### config.mk
export PLATFORM = sky130hd
export DESIGN_NAME = down_timer
export DESIGN_NICKNAME = d
export VERILOG_FILES = /design/src/rtl/down_timer.sv
export SDC_FILE = /design/constraint.sdc
export NUM_CORES = 1
export LEC_CHECK = 0
export ABC_AREA = 1
export ABC_CLOCK_PERIOD_IN_PS = 1500
export CAP_MARGIN = 10
export CELL_PAD_IN_SITES_DETAIL_PLACEMENT = 0
export CELL_PAD_IN_SITES_GLOBAL_PLACEMENT = 1
export CORE_ASPECT_RATIO = 1.5
export CORE_MARGIN = 2
export CORE_UTILIZATION = 32
export DETAILED_ROUTE_END_ITERATION = 7
export PLACE_DENSITY = 0.74
export SLEW_MARGIN = 0
export SYNTH_ARGS = -nofsm -noshare
export SYNTH_HDL_FRONTEND = slang
export SYNTH_SLANG_ARGS = --single-unit
### constraint.sdc
create_clock -name clk -period 1.5 [get_ports clk]
set_clock_uncertainty 0.2 [all_clocks]
set_input_delay 0.15 -clock clk [delete_from_list [all_inputs] [get_ports clk]]
set_output_delay 0.15 -clock clk [all_outputs]
set_load 0.01 [all_outputs]
### src/rtl/down_timer.sv
// down_timer: loadable down-counting timer with prescaler, pause, abort and
// optional auto-reload; emits a one-cycle done pulse after the count reaches zero.
`default_nettype none

module down_timer #(
  parameter int WIDTH    = 8,
  parameter int PRESCALE = 1
) (
  input  logic             clk,
  input  logic             rst_n,
  input  logic             load_valid,
  output logic             load_ready,
  input  logic [WIDTH-1:0] load_value,
  input  logic             reload_en,
  input  logic             en,
  input  logic             abort,
  output logic [WIDTH-1:0] count,
  output logic             busy,
  output logic             done
);

  localparam int PW = (PRESCALE > 1) ? $clog2(PRESCALE) : 1;
  localparam logic [PW-1:0] PRESC_LAST = PW'(PRESCALE - 1);

  if (WIDTH < 1 || PRESCALE < 1) begin : g_bad_params
    $error("down_timer: WIDTH and PRESCALE must both be >= 1");
  end

  typedef enum logic [0:0] {
    IDLE = 1'b0,
    RUN  = 1'b1
  } state_t;

  state_t           state;
  logic [PW-1:0]    presc;
  logic [WIDTH-1:0] reload_reg;
  logic             tick;
  logic             accept;

  assign load_ready = (state == IDLE) && !abort;
  assign accept     = load_valid && load_ready;
  assign tick       = (state == RUN) && en && !abort && (presc == PRESC_LAST);
  assign busy       = (state == RUN);

  always_ff @(posedge clk or negedge rst_n) begin
    if (!rst_n) begin
      state      <= IDLE;
      count      <= '0;
      done       <= 1'b0;
      presc      <= '0;
      reload_reg <= '0;
    end else begin
      done <= 1'b0;
      case (state)
        IDLE: begin
          if (accept) begin
            state      <= RUN;
            count      <= load_value;
            reload_reg <= load_value;
            presc      <= '0;
          end
        end
        RUN: begin
          if (abort) begin
            state <= IDLE;
            count <= '0;
            presc <= '0;
          end else if (en) begin
            if (tick) begin
              presc <= '0;
              if (count != '0) begin
                count <= count - 1'b1;
              end else begin
                // Terminal tick: reload_en is only looked at here.
                done <= 1'b1;
                if (reload_en) begin
                  count <= reload_reg;
                end else begin
                  state <= IDLE;
                end
              end
            end else begin
              presc <= presc + 1'b1;
            end
          end
        end
        default: state <= IDLE;
      endcase
    end
  end

endmodule

`default_nettype wire

==> results by group <==
Power
  • Switch Pwr: 891 uW
  • P_leak: 0.000943 uW
  • Seq pwr share: between 30% and 40%
  • Clk network pwr share: around 15%
  • Combinational share of power: between 50% and 60%
  • Power density cells: roughly 1300 mW/mm2
  • Worst VDD drop: between 0.8 and 0.9 mV
  • Total power: approximately 2300 uW
  • Sw frac: 38.7%
  • Internal power: between 1000 and 1500 uW

Route
  • Iter 0 DRT Violations: 20
  • Post-Route WL: approximately 3100 um
  • Routed Antenna Nets: 0
  • Vias per cell: approximately 4.7
  • Drt wl/cell: roughly 12 um
  • Detailed-route via count: about 1200
  • DRT Pass-1 Iters: 4
  • Post-route DRC: 0

Final layout
  • Share of cells above drive strength 1: between 30% and 40%
  • Register area: around 480 um2
  • Fill cells: 370
  • Area grow syn2layout: 56.7%
  • Design area: ~0.0018 mm2
  • Inserted Diodes: 0
  • Final nets: 240
  • Area of the multi-input gates: 673 um2
  • Non-Filler Instances: between 200 and 300

Clocking
  • Clk sink count: 19
  • CTS root buf: clkbuf_8
  • Reg clk slew, reported paths: 0.07 ns
  • H-tree Lvls: 1
  • Post-CTS Hold Buffers: 0
  • Worst-Skew Late Latency: about 0.25 ns
  • CTS max path bufs: 2
  • TritonCTS Buffers: 3
  • CTS tree: done

STA
  • Period utilisation layout: 107%
  • PnR worst setup slack: -0.110 ns
  • Max Clock Freq: a little over 600 MHz
  • Setup-failing EPs final: 9
  • Worst-margin pin slew: 0.249 ns
  • RSZ-0062 raised after global routing: yes
  • Fin. Hold Viols: 0
  • Slew Viols, Final: 0
  • Final worst path period need: between 1.5 and 2 ns
  • Rel. slew slack: between 80 and 90%
  • Hold slack: between 0.02 and 0.025 ns

Floorplan
  • # IOs: 25
  • Initial Utilization: between 30 and 40%
  • Core ar.: around 0.0034 mm2
  • Die Footprint: around 0.0041 mm2
  • Row count: 26
  • Die Y: a little under 80 um
  • Die width: between 50 and 60 um

Synthesis
  • Asr flop ratio synth: between 90% and 100%
  • Post-synth EDFFs: 0
  • Post-synthesis instance total: between 150 and 200
  • Largest area contributor in the netlist: dfrtp_1
  • Synth top cells by count: 63 x nand2_1, 23 x inv_1, 19 x dfrtp_1
  • Post-synthesis xor/xnor area fraction: less than 1%
  • Synth top area cells: dfrtp_1 41%, nand2_1 20%, inv_1 7.4%
  • Top cell type's share of synthesized area: 40.9%
  • Mapped cell area: between 0.001 and 0.0015 mm2
  • Net Count, Synth: 180
  • Most numerous cell in the Yosys netlist: nand2_1
  • Synth Flop Type: dfrtp_1
  • Main combinational cell family by area after synthesis: simple AND/OR/NAND/NOR gates
  • Simple-gate portion of the synthesized area: 35.4%
  • Post-synthesis sequential area ratio: 40.9%
  • Synth Area in Adders: under 10%
  • Cell variety after synth: 23
  • Mux contribution to synthesized area: 0%
  • Avg Inst Size Synth: slightly above 7 um2
  • Synth Warn #: 0
  • Register bit total from synthesis: 19
  • Synth Area in Compound Gates: between 10% and 20%

Critical path
  • CP max FO: 5
  • WP data required: 1.50 ns
  • Crit. End Element: register
  • Worst EP arrival: roughly 1.6 ns
  • WS Path Type: reg2reg
  • Critical path startpoint category: register

Placed design
  • # port buffers: 24
  • Cell Area, Placed: around 0.0017 mm2
  • Inst Count DP: roughly 260
  • GP Congestion: about 0.83
  • Hpwl dp: between 2000 and 2500 um
  • Post-place setup slack: -0.182 ns

Flow run
  • Maxcap violations: 0

Status
  • Failing checks: negative setup slack
  • Status: complete, but fails checks

Global route
  • Total track usage: approximately 17%
  • First-pass GRT wire length: between 5000 and 6000 um
  • Grt total ovfl: 0
  • Initial antenna violation count: 0
  • Vias in the first global route: 1221
  • Largest net degree at the start of global routing: 20

Min path
  • Hold crit path type: in2async
cells by family after synthesis:
logic type                 count (synthesis)
and+or+nand+nor                           95
xor gates and xnor gates                   1
adders and majority gates                  2
DFF                                       19
buffers and inverters                     26
AOI/OAI and AO/OA                         21
repair_timing:
action	4_1_cts	5_1_grt
buffers inserted	4	1
gates resized for setup	21	23
endpoints found under the setup margin	19	12
cloned	0	1
pin swaps	5	15
cells in the final DEF, fill, tap and decap left out, types with 3 or more instances in the layout:
master / instances
nand2_4: 3
buf_4: 30
a21oi_1: 3
inv_2: 5
dlygate4sd2_1: 9
inv_1: 19
buf_6: 3
nand3_1: 10
nor2_1: 7
nor2_2: 5
o21ai_2: 5
clkdlybuf4s50_1: 14
o22ai_1: 7
nand2_2: 14
dfrtp_1: 16
nand2_1: 49
dfrtp_2: 3
clkbuf_8: 3
worst max-delay path: stages (launching register included):
cell and delay [ns]:
dfrtp_1 0.39, inv_2 0.12, ha_4 0.16, nand2_4 0.05
nor2_4 0.16, buf_6 0.16, a21oi_2 0.05, o21ai_2 0.15
nand2_2 0.07, nand2_1 0.05
power by group through the flow:
stage | logic [uW] | clock network (uW) | registers, uW
final | 1250 | 353 | 699
after floorplan | 552 | 0 | 764
after global routing | 1390 | 385 | 713
after global placement | 1120 | 0 | 710
after detailed placement | 1130 | 0 | 714
after CTS | 1160 | 365 | 697
per-layer routing:
layer  track usage, %  vias up  part of all wire (%)
met2             29.6       18                    55
met5                0        -                     0
met4             6.15        0                   1.4
met3             2.12        4                   2.5
li1                 -      639                     -
met1             19.3      576                    41
area by class of cell:
type / count / share of cell area, %
multi-input combinational: 119 / 36.9
timing repair buffer: 57 / 26.5
sequential: 19 / 26.3
inverter: 24 / 4.94
tap: 42 / 2.88
clock buffer: 4 / 2.47
worst paths after layout:
check | startpoint | endpoint | slack (ns) | depth (start not counted)
max in group asynchronous | rst_n | count[2] | 0.85 | 2
min in group clk | load_value[5] | reload_reg[5] | 0.30 | 3
max | count[0] | count[4] | -0.11 | 9
min | rst_n | reload_reg[6] | 0.02 | 2
max reg2reg | count[0] | count[4] | -0.11 | 9
min reg2reg | reload_reg[1] | reload_reg[1] | 0.33 | 2
metrics by stage:
stage / utilization (%) / setup TNS [ns]
floorplan: - / -0.153
global placement: 48.1 / -1.97
detailed placement: 48.1 / -2.46
CTS: 50.7 / -0.714
global route: 52.9 / -1.68
finish: 52.9 / -0.766
Power figures use the tool's default switching activity.
